## config.mk

```make
export PLATFORM = sky130hd
export DESIGN_NAME = div_fl
export DESIGN_NICKNAME = d
export VERILOG_FILES = /design/src/rtl/div_pkg.sv /design/src/rtl/div_step.sv /design/src/rtl/div_fl.sv
export SDC_FILE = /design/constraint.sdc
export NUM_CORES = 1
export LEC_CHECK = 0
export CAP_MARGIN = 20
export CORE_ASPECT_RATIO = 2
export CORE_MARGIN = 3
export CORE_UTILIZATION = 40
export CTS_CLUSTER_SIZE = 12
export DETAILED_ROUTE_END_ITERATION = 16
export HOLD_SLACK_MARGIN = 0.08
export SYNTH_ARGS = -nofsm -noshare
export SYNTH_HDL_FRONTEND = slang
export SYNTH_SLANG_ARGS = --single-unit
```

## constraint.sdc

```tcl
create_clock -name clock -period 5.08 [get_ports clock]
set_input_delay 0.762 -clock clock [delete_from_list [all_inputs] [get_ports clock]]
set_output_delay 0.762 -clock clock [all_outputs]
set_load 0.005 [all_outputs]
```

## src/rtl/div_pkg.sv

```systemverilog
// Shared types, constants and the magnitude helper for the fixed-latency divider.
package div_pkg;

    typedef enum logic [1:0] {
        IDLE,
        DIV,
        FIX
    } state_t;

    localparam int DIV_WIDTH   = 32;
    localparam int DIV_LATENCY = DIV_WIDTH + 1;

    // Two's-complement negate when neg is set; neg_if(x, x[MSB]) gives |x|.
    function automatic logic [DIV_WIDTH-1:0] neg_if(input logic [DIV_WIDTH-1:0] x,
                                                    input logic                 neg);
        return neg ? (~x + {{(DIV_WIDTH-1){1'b0}}, 1'b1}) : x;
    endfunction

endpackage

```

## src/rtl/div_step.sv

```systemverilog
// One combinational restoring shift-subtract step on unsigned magnitudes.
module div_step
    import div_pkg::*;
#(
    parameter int WIDTH = DIV_WIDTH
) (
    input  logic [WIDTH:0]   r,
    input  logic [WIDTH-1:0] q,
    input  logic [WIDTH-1:0] d,
    output logic [WIDTH:0]   r_next,
    output logic [WIDTH-1:0] q_next
);

    logic [2*WIDTH:0] rq_sh;
    logic [WIDTH:0]   r_sh;
    logic [WIDTH+1:0] t;

    always_comb begin
        rq_sh  = {r, q} << 1;
        r_sh   = rq_sh[2*WIDTH:WIDTH];
        // One extra bit so a borrow shows up as a negative trial remainder.
        t      = {1'b0, r_sh} - {2'b00, d};
        r_next = t[WIDTH+1] ? r_sh : t[WIDTH:0];
        q_next = rq_sh[WIDTH-1:0] | {{(WIDTH-1){1'b0}}, ~t[WIDTH+1]};
    end

endmodule

```

## src/rtl/div_fl.sv

```systemverilog
// Fixed-latency signed radix-2 restoring divider; result valid WIDTH+1 cycles after start edge.
module div_fl
    import div_pkg::*;
#(
    parameter int WIDTH = DIV_WIDTH
) (
    input  logic                    clock,
    input  logic                    reset_n,
    input  logic signed [WIDTH-1:0] dividend,
    input  logic signed [WIDTH-1:0] divisor,
    input  logic                    start,
    output logic signed [WIDTH-1:0] quot,
    output logic signed [WIDTH-1:0] rem,
    output logic                    div_by_zero,
    output logic                    valid
);

    localparam int CNT_W = $clog2(WIDTH);

    state_t           state;
    logic             start_d;
    logic [CNT_W-1:0] cnt;
    logic [WIDTH:0]   r;
    logic [WIDTH:0]   r_next;
    logic [WIDTH-1:0] q;
    logic [WIDTH-1:0] q_next;
    logic [WIDTH-1:0] d;
    logic             sign_q;
    logic             sign_r;
    logic             dz;

    // Divide by zero must report all ones regardless of the dividend sign.
    function automatic logic [WIDTH-1:0] final_quot(input logic [WIDTH-1:0] mag,
                                                    input logic             neg,
                                                    input logic             zero_div);
        return zero_div ? '1 : neg_if(mag, neg);
    endfunction

    div_step #(.WIDTH(WIDTH)) u_step (
        .r      (r),
        .q      (q),
        .d      (d),
        .r_next (r_next),
        .q_next (q_next)
    );

    always_ff @(posedge clock) begin
        if (!reset_n) begin
            state       <= IDLE;
            start_d     <= 1'b0;
            quot        <= '0;
            rem         <= '0;
            div_by_zero <= 1'b0;
            valid       <= 1'b0;
        end else begin
            start_d <= start;
            valid   <= 1'b0;
            unique case (state)
                IDLE: begin
                    if (start && !start_d) begin
                        q      <= neg_if(dividend, dividend[WIDTH-1]);
                        d      <= neg_if(divisor, divisor[WIDTH-1]);
                        sign_q <= dividend[WIDTH-1] ^ divisor[WIDTH-1];
                        sign_r <= dividend[WIDTH-1];
                        dz     <= (divisor == '0);
                        r      <= '0;
                        cnt    <= CNT_W'(WIDTH - 1);
                        state  <= DIV;
                    end
                end
                // ---- iterate: one quotient bit per cycle, MSB first ----
                DIV: begin
                    r <= r_next;
                    q <= q_next;
                    if (cnt == '0) state <= FIX;
                    else           cnt   <= cnt - CNT_W'(1);
                end
                // ---- sign correction and result register ----
                FIX: begin
                    quot        <= final_quot(q, sign_q, dz);
                    rem         <= neg_if(r[WIDTH-1:0], sign_r);
                    div_by_zero <= dz;
                    valid       <= 1'b1;
                    state       <= IDLE;
                end
                default: state <= IDLE;
            endcase
        end
    end

endmodule

```

Yosys cells after proc, flatten, opt, wreduce, memory -nomap -nowiden
Index checks and enable logic that the tools add are counted.

Input port bits: 67. Output and inout port bits: 66. Register bits after elaboration: 173. Word-level logic and storage cells: 59.

Equality and inequality tests: 5. Mux-type cells: 17. Add/sub/neg operators: 6. Reductions and logical operators: 10. Bitwise operators: 7.

Operators with widths (number): $mux W32 (7); $add A32 B1 Y32 const B (4); $not A32 Y32 (4); $pmux W32 S2 (2); $sub A33 B32 Y34 (1); $logic_not A32 Y1 (1); $or A32 B1 Y32 (1); $mux W31 (1); $mux W5 (2); $pmux W5 S2 (1); $ne A2 B2 Y1 const B (3); $reduce_and A3 Y1 (2); $logic_not A5 Y1 (1); $sub A5 B1 Y5 const B (1); $mux W2 (2); $pmux W2 S2 (1); $reduce_and A4 Y1 (1); $eq A2 B1 Y1 const B (1); $eq A2 B2 Y1 const B (1); $logic_not A2 Y1 (1); $reduce_and A2 Y1 (1); $reduce_bool A2 Y1 (1); $logic_and A1 B1 Y1 (1); $logic_not A1 Y1 (1); other kinds (3) (3).

Depth between registers and ports, before layout
Depth after elaboration: 5. Mapped depth: 14.

Modules after synthesis
A second synthesis with hierarchy kept.

Cell total of the unflattened synthesis: 1219. Area, all modules: 11377.2 µm².

Modules (own cells, without submodules): div_fl (instances 1, cells an instance 861, seq. area each 4534.3 µm², area an instance 8714.6 µm²); div_step (instances 1, cells an instance 358, seq. area each 0.0 µm², area an instance 2662.6 µm²).

Worst setup path before layout
OpenSTA, ideal clock, no wires.

Path kind: input port to flip-flop. From: input reset_n. To: register d[0], enable pin. Arrival time: 4.508 ns. Path buffers: 0. Setup slack: 0.044 ns. Cell stages on the path: 2. Path through: nand2b_1 > nor4b_1.

Longest elaborated chain between the ends: 1.

Ends and longest elaborated chain: start: declaration (RTL line div_fl.sv:8) `input logic reset_n,`; $reduce_and A3 Y1 (no line); end signal: assignment (RTL line div_fl.sv:62) `d <= neg_if(divisor, divisor[WIDTH-1]);`; end: declaration (RTL line div_fl.sv:27) `logic [WIDTH-1:0] d;`.

No other way between the ends. A chain may end at the register's enable or synchronous reset.

Final worst setup path
From: input divisor[7]. To: register d[29], data pin.

Longest elaborated chain between the ends: 3.

Ends and longest elaborated chain: start: declaration (RTL line div_fl.sv:10) `input logic signed [WIDTH-1:0] divisor,`; $not A32 Y32 (RTL line div_pkg.sv:16) `return neg ? (~x + {{(DIV_WIDTH-1){1'b0}}, 1'b1}) : x;`; $add A32 B1 Y32 (RTL line div_pkg.sv:16); $mux W31 (RTL line div_pkg.sv:16).

No other way between the ends.

==> flow_summary.ini <==
[cts]
cts_resized = 0
clock_latency_ns = 0.45
root_buffer = clkbuf_16
postCtsSetupRepairBufs = 0
cts_tree = built
cts_num_sinks = 173
cts_max_level = 4
cts-hold-fix-buffers = 0
cts_buffers = 17
clockBufferDepth = 2
clk_pin_slew_worst_paths_ns = 0.07

[global_routing]
grt_use_total_pct = 19.32
grt_pass1_vias = 8649
grt_pass1_wl_mm = 43.33
grt_overflow = 0
antenna_found_initial = 0
grt_max_degree = 77

[drt]
drt_iter0_markers = 570
drtAntennaViolNets = 0
routedWlPerCell_um = 17.23
drc_errors = 0
viasPerCell = 5.419
routed_wl_mm = 27.81
vias = 8747
first_pass_iters = 5

[yosys]
synth-async-reset-ratio_pct = 0
yosys_register_bits = 173
yosys.area.top_type = edfxtp_1
yosysTopAreaCellShare_pct = 29.21
synth_area_leaders = edfxtp_1, dfxtp_1, xor2_1
synth_cell_types = 60
synth_cells = 1152
synth_area_sq_mm = 0.01069
synth_edf_count = 104
synth_flop_cell = edfxtp_1
synth_common_cells = nand2_1, o21ai_0, edfxtp_1
synth_area_per_cell_sq_um = 9.282
ys_seq_area_share_pct = 42.12
synth_nets = 1257
ys_warn_count = 0
yosysMostFrequentCell = nand2_1

[power]
p_seq_share_pct = 46.3
sw_frac_of_total_pct = 27.82
internal-power_mw = 2.547
power_frac_clock_pct = 36.4
leakagePower_nw = 5.133
netSwitchingPower_mw = 0.9814
comb_power_share_pct = 17.2
finalPower_mw = 3.528
p_per_area_mw_per_mm2 = 272.8
peakVddDrop_mv = 0.2509

[die]
die_w_um = 121.6
num_rows = 84
core_area_sq_mm = 0.02628
die_h_um = 237.2
die-area_sq_mm = 0.02885
initial_core_util_pct = 40.70
ioPinCount = 133

[sta]
fin_skew_ns = 0.008570
grt_setup_unrepaired = no
max_freq_mhz = 253.9
period_needed_ns = 3.939
post-route-period-util_pct = 77.54
hold_viol_final = 0
slew_violations = 0
fin_tns_setup_ns = 0
worstMarginPinSlew_ns = 1.118
max_slew_margin_pct = 25.45
setup_viol = 0

[setup_path]
crit_arrival_ns = 4.13
cp_num_buf_inv = 1
worstPathMaxFanout = 4
crit_path_top_delay_cell = nor4_1
crit_family = simple AND/OR/NAND/NOR gates
required_ns = 5.28
criticalPathCategory = in -> reg
path_cells = clkdlybuf4s50_1, nor4_1, nand3_1, or4_4, or4_4, or4_4, or4_4, o21ai_2, xnor2_1
end_kind = flop
crit_path_start_kind = primary input
cpMostUsedCell = or4_4
cp_slowest_stage_delay_ns = 0.53

[placement]
dp_hpwl_mm = 21.36
gp_congestion = 0.8794
portBuffers = 132

[outcome]
status = completed

[hold_path]
hold_path_class = reg -> reg

[finish]
syn_to_final_growth_pct = 20.95
fillers = 2503
finalNetCount = 1362
drive_above_1_share_pct = 5.669
diodes = 0

[run]
maxCapViolCount = 0
## state kept, by name, summed over array words and instances (netlist names)
name / count
q: 32
div_by_zero: 1
sign_r: 1
quot: 32
rem: 32
sign_q: 1
start_d: 1
dz: 1
state: 2
cnt: 5
d: 32
valid: 1
r: 32
## kinds of logic (layout without fill, tap and decap cells)
| logic type | Yosys count | after routing | share of synthesized area, % |
|---|---|---|---|
| AO/OA/AOI/OAI | 303 | 303 | 18.46 |
| adder cells (fa/ha/maj) | 38 | 38 | 4.517 |
| XOR/XNOR | 148 | 148 | 12.12 |
| multiplexers | 23 | 23 | 2.153 |
| AND/OR/NAND/NOR | 362 | 362 | 16.93 |
| flip-flops | 173 | 173 | 42.12 |
| buffers and inverters | 105 | 223 | 3.686 |
## power groups by stage
stage / logic [mW] / clock network, mW / registers, mW
finish: 0.608 / 1.29 / 1.64
global route: 0.678 / 1.37 / 1.64
CTS: 0.613 / 1.32 / 1.63
detailed placement: 0.611 / 0 / 1.67
global placement: 0.603 / 0 / 1.66
floorplan: 0.430 / 0 / 1.64
## per-stage QoR
stage	instance area [sq um]	instances	hold slack, ns	worst slack (ns)	util (%)
finish	12930	1614	0.4711	1.141	49.22
global route	12930	1614	0.4917	1.029	49.22
CTS	12930	1614	0.4726	1.070	49.22
detailed placement	12350	1582	0.4629	0.5820	47.01
global placement	12350	1582	0.4552	0.6695	47.01
floorplan	10690	1152	0.4600	0.04405	-
## worst paths after layout
kind,cells past startpoint,slack [ns],from,endpoint
worst max-delay path,9,1.14,divisor[7],d[29]$_DFFE_PP_
worst min-delay path,2,0.47,div_by_zero$_SDFFE_PN0P_,div_by_zero$_SDFFE_PN0P_
worst max register to register,11,1.43,r[3]$_SDFFCE_PN0P_,r[15]$_SDFFCE_PN0P_
worst min register to register,2,0.47,div_by_zero$_SDFFE_PN0P_,div_by_zero$_SDFFE_PN0P_
## layer usage
layer	global-route usage, %	up-vias	wire [um]
li1	-	4366	-
met1	18.37	4160	9860
met2	39.41	178	16290
met3	3.119	43	904
met4	7.684	0	754
met5	0	-	0
## worst min-delay path: stages (launching register included)
cell and delay (ns):
dfxtp_1 0.31, nand2_1 0.05, a21boi_0 0.07
## layout by cell type (no fill, tap or decap), types with 5 or more instances in the layout
cell	n
a21o_1	12
a21oi_1	63
and2_1	10
buf_4	11
clkbuf_16	19
clkdlybuf4s50_1	131
dfxtp_1	69
edfxtp_1	104
ha_1	37
inv_1	47
mux2i_1	23
nand2_1	140
nand2b_1	18
nand3_1	18
nand4_1	5
nor2_1	65
nor2b_1	9
nor3_1	27
nor3b_1	9
nor4_1	9
o211a_1	30
o211ai_1	6
o21ai_0	108
o31ai_1	36
o41ai_1	17
or2_2	5
or3_1	9
or4_1	15
or4_4	8
xnor2_1	61
xor2_1	87
## final cells by class
class,instances,area [sq um],share of cell area [%]
clock buffer,21,503.0,3.889
clock inverter,11,76.32,0.5902
inverter,47,176.4,1.364
multi-input combinational,874,5823,45.03
sequential,173,4504,34.83
tap,344,430.4,3.328
timing repair buffer,144,1419,10.97
(Power assumes the default switching activity.)
